<file path="config.mk">
export PLATFORM = sky130hd
export DESIGN_NAME = alu_share_arb
export DESIGN_NICKNAME = d
export VERILOG_FILES = /design/src/rtl/alu_share_arb_pkg.sv /design/src/rtl/alu_share_arb_alu.sv /design/src/rtl/alu_share_arb.sv
export SDC_FILE = /design/constraint.sdc
export NUM_CORES = 1
export LEC_CHECK = 0
export CAP_MARGIN = 20
export CORE_MARGIN = 3
export CORE_UTILIZATION = 32
export DETAILED_ROUTE_END_ITERATION = 10
export HOLD_SLACK_MARGIN = 0.12
export PLACE_DENSITY_LB_ADDON = 0.1
export SLEW_MARGIN = 20
export SYNTH_ARGS = -nofsm -noshare
export SYNTH_HDL_FRONTEND = slang
export SYNTH_SLANG_ARGS = --single-unit
</file>
<file path="constraint.sdc">
create_clock -name clk -period 5.8 [get_ports clk]
set_input_delay 0.87 -clock clk [delete_from_list [all_inputs] [get_ports clk]]
set_output_delay 0.87 -clock clk [all_outputs]
set_load 0.005 [all_outputs]
</file>
<file path="src/rtl/alu_share_arb_pkg.sv">
// Shared types for the alu sharing arbiter.
// ALUOp encodings and response register states.
package alu_share_arb_pkg;

    localparam int WIDTH = 32;

    typedef enum logic [2:0] {
        OP_ADD = 3'b000,
        OP_SUB = 3'b001,
        OP_AND = 3'b010,
        OP_OR  = 3'b011,
        OP_SRL = 3'b100,
        OP_SRA = 3'b101
    } alu_op_e;

    typedef enum logic {
        EMPTY = 1'b0,
        FULL  = 1'b1
    } rsp_state_e;

endpackage

</file>
<file path="src/rtl/alu_share_arb_alu.sv">
// Shared 32-bit combinational alu.
// Unused opcodes produce zero.
module alu
    import alu_share_arb_pkg::*;
(
    input  logic [WIDTH-1:0] a,
    input  logic [WIDTH-1:0] b,
    input  logic [2:0]       alu_op,
    output logic [WIDTH-1:0] c
);

    // opcode decode; shift amount is the low five bits of b
    always_comb begin
        c = '0;
        case (alu_op)
            OP_ADD: c = a + b;
            OP_SUB: c = a - b;
            OP_AND: c = a & b;
            OP_OR:  c = a | b;
            OP_SRL: c = a >> b[4:0];
            OP_SRA: c = $unsigned($signed(a) >>> b[4:0]);
            default: c = '0;
        endcase
    end

endmodule

</file>
<file path="src/rtl/alu_share_arb.sv">
// Round-robin arbiter sharing one alu between two requesters.
// Results land in a single-entry response register tagged by id.
module alu_share_arb #(
    parameter int WIDTH = 32,
    parameter int CNT_W = 16
) (
    input  logic             clk,
    input  logic             rst_n,
    input  logic             req0_valid,
    input  logic [WIDTH-1:0] req0_a,
    input  logic [WIDTH-1:0] req0_b,
    input  logic [2:0]       req0_op,
    output logic             req0_ready,
    input  logic             req1_valid,
    input  logic [WIDTH-1:0] req1_a,
    input  logic [WIDTH-1:0] req1_b,
    input  logic [2:0]       req1_op,
    output logic             req1_ready,
    output logic             rsp_valid,
    output logic [WIDTH-1:0] rsp_data,
    output logic             rsp_id,
    input  logic             rsp_ready,
    output logic [CNT_W-1:0] done_cnt
);

    import alu_share_arb_pkg::*;

    rsp_state_e       state;
    logic             prio;
    logic             can_accept;
    logic             grant0;
    logic             grant1;
    logic             acc0;
    logic             acc1;
    logic             consume;
    logic [WIDTH-1:0] alu_a;
    logic [WIDTH-1:0] alu_b;
    logic [2:0]       alu_op;
    logic [WIDTH-1:0] alu_c;

    assign can_accept = (state == EMPTY) | rsp_ready;

    // contested requests go to the prio side
    assign grant0 = req0_valid & (~req1_valid | ~prio);
    assign grant1 = req1_valid & (~req0_valid | prio);

    assign req0_ready = can_accept & grant0;
    assign req1_ready = can_accept & grant1;

    assign acc0    = req0_valid & req0_ready;
    assign acc1    = req1_valid & req1_ready;
    assign consume = (state == FULL) & rsp_ready;

    assign rsp_valid = (state == FULL);

    // route the granted payload to the alu, zero when idle
    always_comb begin
        alu_a  = '0;
        alu_b  = '0;
        alu_op = '0;
        unique case (1'b1)
            grant0: begin
                alu_a  = req0_a;
                alu_b  = req0_b;
                alu_op = req0_op;
            end
            grant1: begin
                alu_a  = req1_a;
                alu_b  = req1_b;
                alu_op = req1_op;
            end
            default: ;
        endcase
    end

    alu u_alu (
        .a      (alu_a),
        .b      (alu_b),
        .alu_op (alu_op),
        .c      (alu_c)
    );

    // response register FSM, priority pointer and consume counter
    always_ff @(posedge clk or negedge rst_n) begin
        if (!rst_n) begin
            state    <= EMPTY;
            rsp_data <= '0;
            rsp_id   <= 1'b0;
            prio     <= 1'b0;
            done_cnt <= '0;
        end else begin
            if (consume) begin
                done_cnt <= done_cnt + CNT_W'(1);
            end
            case (state)
                EMPTY: begin
                    if (acc0 | acc1) begin
                        state    <= FULL;
                        rsp_data <= alu_c;
                        rsp_id   <= acc1;
                        prio     <= ~acc1;
                    end
                end
                FULL: begin
                    if (acc0 | acc1) begin
                        rsp_data <= alu_c;
                        rsp_id   <= acc1;
                        prio     <= ~acc1;
                    end else if (rsp_ready) begin
                        state <= EMPTY;
                    end
                end
                default: state <= EMPTY;
            endcase
        end
    end

endmodule

</file>
==> metrics.md, run 1 <==
| Metric | Value |
|---|---|
| Final min period | `5.475 ns` |
| Routability cong. | `0.9993` |
| Share of layout cells above drive strength 1 | `roughly an eighth` |
| Syn Inst Count | `1089` |
| RSZ-0062 raised after global routing | `false` |
| Synth warnings | `0` |
| Crit path DAT | `5.64 ns` |
| First-pass GRT wire length | `roughly 60 mm` |
| Skew-Pair Late Insertion Delay | `0.32 ns` |
| Avg WL per Cell | `around 25 µm` |
| Pwr/cell area | `251.5 nW/µm²` |
| Clock transition at path regs | `0.08 ns` |
| Sequential fraction of the synthesis area | `15.04%` |
| Post-route ant nets | `0` |
| Final hold vios | `0` |
| DRC errors left | `0` |
| Largest cells by area after synthesis | `dfrtp_1, mux2i_1, ha_1` |
| H-tree Lvls | `2` |
| Final wirelength | `40.36 mm` |
| Largest net degree at the start of global routing | `52` |
| Fin cells | `1609` |
| Placed Area | `10870 µm²` |
| Status | `finished, final reports clean` |
| Startpoint types | `input port` |
| ANT cells | `0` |
| Layout area overhead | `30.10%` |
| Tot GR Track Use | `27.33%` |
| Worst path required time | `5.97 ns` |
| Classification of the worst setup path | `input port to register` |
| Total grt overflow | `0` |
| Fmax achieved | `between 150 and 200 MHz` |
| Post-CTS setup buffers | `0` |
| Mapped Nets | `1264` |
| Fillers | `2679` |
| Sink Count | `between 50 and 60` |
| Leak | `around 4.5 nW` |
| Worst setup EP type | `register` |
| Vias in the first global route | `9511` |
| Die Ht | `168.8 µm` |
| IO Pins | `about 190` |
| DP HPWL | `around 33 mm` |
| Slew HR | `32.55%` |
| Worst hold margin | `0.4759 ns` |
| Hold crit path type | `register to register` |
| Number of synthesized flops with an enable pin | `0` |
| Most common flop cell mapped by yosys | `dfrtp_1` |
| Root Buffer | `clkbuf_16` |
| Syn_area_per_cell | `7.791 µm²` |
| Cells after DPL | `1600` |
| Crit share post-route | `94.40%` |
| Initial Utilization | `33.12%` |
| Max Cap Viol | `0` |
| Asr flop ratio synth | `between 90% and 100%` |
| Hold-fix buffers, CTS | `0` |
| Yosys reg bits | `51` |
| Peak supply drop | `0.1589 mV` |
| Number of gates resized after CTS | `0` |
| Die Area | `approximately 29000 µm²` |
| Initial DRC Count | `1041` |
| Crit path max fanout | `21` |
| Via density | `roughly 6.2` |
| Count leader, synth | `nand2_1` |
| CTS tree | `yes` |
| Number of buffers added on ports | `between 150 and 200` |
| Drt pass-1 iters | `6` |
| Final setup vio count | `0` |
| Antenna violations before repair | `0` |
| Setup tns final | `0 ns` |
| Synth area leader | `dfrtp_1` |
| Max Buffers Root-to-Sink | `2` |
| Post-route cell area | `11040 µm²` |
| Core area | `between 20000 and 30000 µm²` |
| Yosys cell types | `93` |
| DR vias | `10020` |
| Worst Max-Slew Pin Slew | `about 1.0 ns` |
| Leading cell types by count after synthesis | `nand2_1, nor2_1, a21oi_1` |
| CTS Buf Count | `5` |
| # rows | `58` |
| Synth Cell Area | `8484 µm²` |
| Synth top area share | `15.04%` |
| Nets | `1453` |
| Die X | `168.8 µm` |
| Clock skew | `approximately 0.019 ns` |
| Slew Limit Fails | `0` |
==> cells by family after synthesis <==
kind of cell / count (synthesis) / synth area share [%]
compound gates: 397 / 35.04
simple gates: 326 / 18.71
buf+inv: 116 / 7.005
mux: 78 / 9.703
xor+xnor: 63 / 6.503
fa+ha+maj: 58 / 7.993
flops: 51 / 15.04
==> through the flow <==
step / total power [mW] / setup WS, ns / utilization, %
floorplan: 1.607 / 0.8292 / -
detailed placement: 2.409 / 0.02985 / 42.44
CTS: 2.751 / 0.3338 / 43.04
finish: 2.777 / 0.3247 / 43.09
global placement: 2.413 / 0.06707 / 42.44
global route: 2.949 / 0.07071 / 43.09
==> state kept, by name, summed over array words and instances, names as in the netlist <==
signal and flops:
rsp_data 32, done_cnt 16, prio 1, rsp_id 1
rsp_valid 1
==> power breakdown <==
part           switching [mW]  leakage [nW]  internal [mW]
logic                    1.07          3.77          0.831
clock network           0.168        0.0759          0.166
registers              0.0899         0.654          0.452
==> worst paths after layout <==
| kind | start | to | slack [ns] | depth (start not counted) |
|---|---|---|---|---|
| worst max-delay path | req0_valid | rsp_data[14] | 0.32 | 19 |
| worst min-delay path | done_cnt[15] | done_cnt[15] | 0.48 | 1 |
| worst max register to register | prio | rsp_data[14] | 0.91 | 18 |
| worst min register to register | done_cnt[15] | done_cnt[15] | 0.48 | 1 |
| max in group asynchronous | rst_n | rsp_data[31] | 4.59 | 2 |
| min in group asynchronous | rst_n | rsp_data[8] | 0.70 | 2 |
==> cell type report <==
type	count	area, µm²	share of cell area (%)
multi-input combinational	923	6629	60.05
timing repair buffer	262	2432	22.04
sequential	51	1276	11.56
tap	330	412.9	3.741
inverter	35	133.9	1.213
clock buffer	5	125.1	1.134
clock inverter	3	28.78	0.2607
==> cell usage in the layout, fill, tap and decap left out, types with 11 or more instances in the layout <==
cell / netlist / final
a211oi_1: 13 / 13
a21o_1: 20 / 20
a21oi_1: 69 / 69
a22oi_1: 18 / 18
a31oi_1: 13 / 13
a32o_1: 12 / 11
a32oi_1: 37 / 37
buf_4: 7 / 72
clkdlybuf4s50_1: 0 / 188
dfrtp_1: 51 / 51
ha_1: 35 / 35
inv_1: 23 / 23
inv_2: 11 / 11
maj3_1: 22 / 22
mux2i_1: 65 / 65
nand2_1: 96 / 96
nand3_1: 36 / 36
nand4_1: 14 / 14
nor2_1: 87 / 86
nor3_1: 21 / 21
o211ai_1: 11 / 11
o21ai_0: 54 / 54
o21ai_1: 17 / 17
o221ai_1: 12 / 12
o22ai_1: 12 / 12
xnor2_1: 36 / 36
xor2_1: 27 / 27
==> routing by layer <==
metal	track usage, %	wire (µm)	vias to the layer above
met5	0	0	-
met4	7.150	1138	0
met3	3.923	3553	63
met2	42.05	17390	593
met1	39.99	18270	4774
li1	-	-	4590
==> critical path, stage by stage <==
cell and delay, ns:
clkdlybuf4s50_1 0.61, nand2b_4 0.20, a32o_2 0.34, buf_4 0.17
nor3_2 0.20, buf_4 0.21, nand3_1 0.14, o21ai_0 0.24
xor2_1 0.24, ha_1 0.30, a21oi_1 0.36, a21boi_0 0.15
o21a_1 0.18, a211o_1 0.28, o31ai_1 0.26, xnor2_1 0.15
a221oi_1 0.50, buf_4 0.19, o31ai_1 0.05
Power figures use the tool's default switching activity.
==> run 2: changes to the inputs <==
- GPL_TIMING_DRIVEN: not set -> 0
==> run 2 against run 1 <==
Net effect:
- combinational power up 4%
- clock skew up 0.0071 ns
- routed wire length up 14%
- worst setup slack better by 0.045 ns
- die area unchanged
- global-route usage up 3.9 points
- non-clock buffer count up 12
- clock power up 1%
- utilization up 0.54 points
- critical endpoint is now rsp_data[19]
==> metrics.md, run 2 (same netlist as run 1, synthesis figures left out) <==
| Metric | Value |
|---|---|
| Worst Max-Slew Pin Slew | `1.053 ns` |
| Via density | `between 6 and 7` |
| Layout area overhead | `31.72%` |
| Pwr/cell area | `253.8 nW/µm²` |
| Vias in the first global route | `9927` |
| Skew-Pair Late Insertion Delay | `0.33 ns` |
| Number of buffers added on ports | `189` |
| Initial DRC Count | `1261` |
| Max Buffers Root-to-Sink | `2` |
| Clock skew | `0.02606 ns` |
| Die Ht | `168.8 µm` |
| Final setup vio count | `0` |
| Drt pass-1 iters | `8` |
| CTS Buf Count | `5` |
| Peak supply drop | `0.1621 mV` |
| RSZ-0062 raised after global routing | `false` |
| IO Pins | `191` |
| Initial Utilization | `33.12%` |
| Comb power frac | `a little over two thirds` |
| Die Area | `28500 µm²` |
| Sink Count | `roughly 50` |
| Post-route ant nets | `0` |
| Placed Area | `approximately 11000 µm²` |
| Largest net degree at the start of global routing | `49` |
| DP HPWL | `between 30 and 40 mm` |
| Crit path max fanout | `10` |
| Post-route cell area | `11180 µm²` |
| Sw frac | `between 40% and 50%` |
| Status | `finished, final reports clean` |
| Nets | `1464` |
| First-pass GRT wire length | `66.52 mm` |
| Hold crit path type | `input port to asynchronous set/reset pin` |
| Reg2reg start | `prio` |
| Share of layout cells above drive strength 1 | `12.17%` |
| Max reg flops | `32` |
| Final wirelength | `~46 mm` |
| Max Cap Viol | `0` |
| Fmax achieved | `~180 MHz` |
| Slew HR | `29.54%` |
| Startpoint types | `input port` |
| Antenna violations before repair | `0` |
| Die X | `between 150 and 200 µm` |
| Classification of the worst setup path | `input port to register` |
| Root Buffer | `clkbuf_16` |
| DR vias | `between 10000 and 15000` |
| Clock transition at path regs | `0.10 ns` |
| Sequential Power Share | `18.7%` |
| Leak | `around 4.5 nW` |
| Most common cell after layout, fill and taps aside | `clkdlybuf4s50_1` |
| Clock power share | `a little under an eighth` |
| Tot GR Track Use | `31.20%` |
| Crit share post-route | `between 90% and 100%` |
| ANT cells | `0` |
| # rows | `58` |
| Avg WL per Cell | `28.40 µm` |
| Slew Limit Fails | `0` |
| DRC errors left | `0` |
| Worst path required time | `about 6.0 ns` |
| Final min period | `about 5.4 ns` |
| CTS tree | `yes` |
| Net Sw Power | `1.403 mW` |
| Routability cong. | `1.037` |
| Worst setup EP type | `register` |
| Setup tns final | `0 ns` |
| Pint | `1.433 mW` |
| Top reg by flops | `rsp_data` |
| Crit path from | `req1_valid` |
| Total grt overflow | `0` |
| Crit path DAT | `5.61 ns` |
| Final hold vios | `0` |
| Top Registers | `rsp_data: 32 flops, done_cnt: 16 flops` |
| Commonest non-fill, non-tap cells in the layout | `clkdlybuf4s50_1, nand2_1, nor2_1, a21oi_1, mux2i_1` |
| Worst hold margin | `approximately 0.33 ns` |
| Core area | `25620 µm²` |
| H-tree Lvls | `2` |
-- run 2: cell count changes in the layout (fill, tap and decap cells not counted), moves of 3 or more --
cell / previous run / this run
o21ai_0: 54 / 48
o21ai_2: 1 / 5
buf_2: 2 / 26
buf_4: 72 / 15
buf_6: 0 / 16
a32oi_1: 37 / 34
clkbuf_1: 0 / 23
-- run 2: power groups by stage --
stage | Sequential, mW | Combinational, mW | Clock, mW
finish | 0.530 | 1.97 | 0.337
global route | 0.545 | 2.09 | 0.355
CTS | 0.531 | 1.90 | 0.342
detailed placement | 0.539 | 1.87 | 0
global placement | 0.535 | 1.88 | 0
floorplan | 0.531 | 1.08 | 0
-- run 2: repair_timing --
item,4_1_cts,5_1_grt
buffers inserted,2,3
setup endpoints to repair,25,13
resized for setup,27,22
pin swaps,5,6
cloned,0,0
hold buffers,0,0
-- run 2: worst max-delay path: stages --
cell and delay (ns):
buf_4 0.16, clkbuf_1 0.45, clkbuf_1 0.55, a32oi_2 0.44, nand2_2 0.29, o21ai_1 0.17
xnor2_1 0.16, ha_1 0.39, a21o_1 0.25, a21o_1 0.20, a211o_1 0.37, o211ai_1 0.23
a21boi_0 0.18, o31ai_2 0.38, mux2i_2 0.37, a211oi_1 0.13
-- run 2: layout make-up --
cell class	instances	area (µm²)
Multi-Input combinational cell	922	6751
Inverter	35	135.1
Sequential cell	51	1276
Buffer	78	484.2
Timing Repair Buffer	196	1964
Clock inverter	3	26.28
Clock buffer	5	125.1
Tap cell	330	412.9
Fill cell	2738	14440
-- run 2: through the flow --
stage	util, %	worst slack (ns)	total power, mW	std cells
final	43.63	0.3700	2.836	1620
after global routing	43.63	0.2882	2.989	1620
after CTS	43.30	0.006152	2.775	1619
after detailed placement	42.24	-1.516	2.412	1610
after global placement	42.12	-1.558	2.417	1608
after floorplan	-	0.8292	1.607	1089
-- run 2: routing by layer --
metal | global-route usage, % | part of all wire, % | vias to the layer above | wire (µm)
met2 | 49.14 | 43 | 631 | 19810
met3 | 6.609 | 9.6 | 93 | 4423
met1 | 42.99 | 44 | 4815 | 20130
met4 | 9.178 | 3.6 | 0 | 1637
met5 | 0 | 0 | - | 0
li1 | - | - | 4613 | -
-- run 2: final timing paths --
kind | end | slack [ns] | cells past startpoint
worst max-delay path | rsp_data[19] | 0.37 | 16
worst min-delay path | rsp_data[8] | 0.33 | 1
max in group asynchronous | rsp_data[31] | 4.97 | 2
min in group clk | done_cnt[15] | 0.47 | 1
worst min register to register | done_cnt[15] | 0.47 | 1
worst max register to register | rsp_data[30] | 0.69 | 19
==> run 3: changes to the inputs <==
- CTS_CLUSTER_DIAMETER: not set -> 150
- SLEW_MARGIN: 20 -> 0
==> run 3 against run 2 <==
Net effect:
- fmax down 0.87%
- final area down 0.12%
- global-route usage about the same
- largest power group unchanged
==> metrics.md, run 3 (same netlist as run 1, synthesis figures left out) <==
| Metric | Value |
|---|---|
| Slowest-stage cell, CP | `a32o_1` |
| Root Buffer | `clkbuf_16` |
| Placed Area | `10800 µm²` |
| Sink Count | `51` |
| Avg WL per Cell | `between 20 and 30 µm` |
| Top Registers | `rsp_data: 32 flops, done_cnt: 16 flops` |
| Clock power share | `11.9%` |
| Peak supply drop | `approximately 0.18 mV` |
| Final hold vios | `0` |
| Worst Max-Slew Pin Slew | `around 1.1 ns` |
| Post-route cell area | `11160 µm²` |
| Crit path DAT | `5.66 ns` |
| Post-route ant nets | `0` |
| CTS Buf Count | `5` |
| Sw frac | `49.48%` |
| Fillers | `approximately 2700` |
| Die X | `approximately 170 µm` |
| ANT cells | `0` |
| Drt pass-1 iters | `6` |
| Crit share post-route | `between 90% and 100%` |
| Core area | `~26000 µm²` |
| Slew Limit Fails | `0` |
| DP HPWL | `38.07 mm` |
| Most common cell after layout, fill and taps aside | `clkdlybuf4s50_1` |
| Clock skew | `0.02116 ns` |
| Hold-fix buffers, CTS | `0` |
| Startpoint types | `input port` |
| Slew HR | `26.71%` |
| Total grt overflow | `0` |
| Final min period | `5.478 ns` |
| Hold crit path type | `register to register` |
| Max reg flops | `32` |
| Antenna violations before repair | `1` |
| Die Area | `approximately 29000 µm²` |
| Final wirelength | `46.00 mm` |
| Crit-path cells | `dlymetal6s2s_1 > a21boi_4 > buf_6 > a32o_1 > nor2_1 > clkbuf_4 > nand4_1 > or2_1 > o21ai_0 > xnor2_1 > ha_1 > and3_2 > nand4_1 > a311oi_4 > buf_4 > o31a_1 > o21ai_2 > o21ai_2 > mux2i_1 > o21ai_1` |
| Crit path max fanout | `10` |
| DR vias | `10160` |
| IO Pins | `191` |
| Classification of the worst setup path | `input port to register` |
| Number of buffers added on ports | `189` |
| Net Sw Power | `1.401 mW` |
| Status | `finished, final reports clean` |
| Worst path required time | `5.98 ns` |
| Die Ht | `between 150 and 200 µm` |
| Comb power frac | `69.4%` |
| Nets | `1465` |
| Top reg by flops | `rsp_data` |
| Worst setup EP type | `register` |
| Tot GR Track Use | `between 30 and 40%` |
| Largest net degree at the start of global routing | `39` |
| Initial DRC Count | `1069` |
| First-pass GRT wire length | `66.18 mm` |
| Share of layout cells above drive strength 1 | `11.77%` |
| CTS tree | `yes` |
| Skew-Pair Late Insertion Delay | `between 0.3 and 0.4 ns` |
| Fmax achieved | `182.6 MHz` |
| Initial Utilization | `33.12%` |
| Pint | `1.430 mW` |
| Vias in the first global route | `9947` |
| RSZ-0062 raised after global routing | `false` |
| Layout area overhead | `31.56%` |
| DRC errors left | `0` |
| Max Cap Viol | `0` |
| Pwr/cell area | `253.7 nW/µm²` |
| Max Buffers Root-to-Sink | `2` |
| Commonest non-fill, non-tap cells in the layout | `clkdlybuf4s50_1, nand2_1, nor2_1, a21oi_1, mux2i_1` |
| Sequential Power Share | `18.7%` |
| Critical path's largest stage delay | `0.48 ns` |
| Clock transition at path regs | `0.08 ns` |
| Post-route core utilization | `43.57%` |
| Final setup vio count | `0` |
| Via density | `6.266` |
| Leak | `4.487 nW` |
| Routability cong. | `1.037` |
| H-tree Lvls | `2` |
| # rows | `58` |
## run 3: cell types whose count changed in the layout (fill, tap and decap cells not counted), sizes merged
cell | before | now
inv | 36 | 35
buf | 60 | 61
clkinv | 2 | 3
## run 3: power by group through the flow
stage	sequential, mW	clock [mW]	combinational (mW)
6_report	0.529	0.338	1.96
5_1_grt	0.545	0.357	2.08
3_3_place_gp	0.535	0	1.88
3_5_place_dp	0.539	0	1.87
2_1_floorplan	0.531	0	1.08
4_1_cts	0.531	0.341	1.91
## run 3: area by class of cell
cell class	count	area (µm²)	area share, %
multi-input cells	922	6751	60.49
repair buffers	196	1954	17.51
flip-flops and latches	51	1276	11.43
plain buffers	79	478.0	4.282
well taps	330	412.9	3.699
inverters	35	135.1	1.211
clock buffers	5	125.1	1.121
clock inverters	3	28.78	0.2578
## run 3: what timing repair did
action | 4_1_cts | 5_1_grt
pin swaps | 5 | 3
endpoints found under the setup margin | 27 | 15
buffers inserted | 4 | 2
gates resized for setup | 27 | 13
## run 3: path summary, 6_finish.rpt
path | startpoint | end | slack, ns | depth (start not counted)
min reg2reg | done_cnt[15] | done_cnt[15] | 0.47 | 1
max | req0_valid | rsp_data[30] | 0.32 | 20
max reg2reg | prio | rsp_data[30] | 0.62 | 20
min | done_cnt[15] | done_cnt[15] | 0.47 | 1
min in group asynchronous | rst_n | rsp_data[8] | 0.49 | 1
max in group asynchronous | rst_n | rsp_data[21] | 4.72 | 2
## run 3: through the flow
step / TNS (ns) / hold slack [ns] / cells / power, mW / setup WS [ns]
2_1_floorplan: 0 / 0.4647 / 1089 / 1.607 / 0.8292
3_3_place_gp: -27.76 / 0.4562 / 1608 / 2.417 / -1.558
3_5_place_dp: -25.38 / 0.4625 / 1609 / 2.409 / -1.560
4_1_cts: 0 / 0.4746 / 1620 / 2.778 / 0.004458
5_1_grt: 0 / 0.5087 / 1621 / 2.987 / 0.1887
6_report: 0 / 0.4695 / 1621 / 2.832 / 0.3223
## run 3: worst max-delay path, delay by kind of cell
kind | cells | cell delay (ns)
xor gates and xnor gates | 1 | 0.15
and+or+nand+nor | 5 | 1.17
muxes | 1 | 0.28
AOI/OAI and AO/OA | 8 | 1.91
buffers and inverters | 4 | 0.91
adders and majority gates | 1 | 0.36
## run 3: per-layer routing
metal | up-vias | track usage (%) | routed length, µm
li1 | 4616 | - | -
met1 | 4788 | 41.77 | 19510
met2 | 631 | 47.57 | 19460
met3 | 122 | 8.781 | 5019
met4 | 0 | 12.10 | 2015
met5 | - | 0 | 0
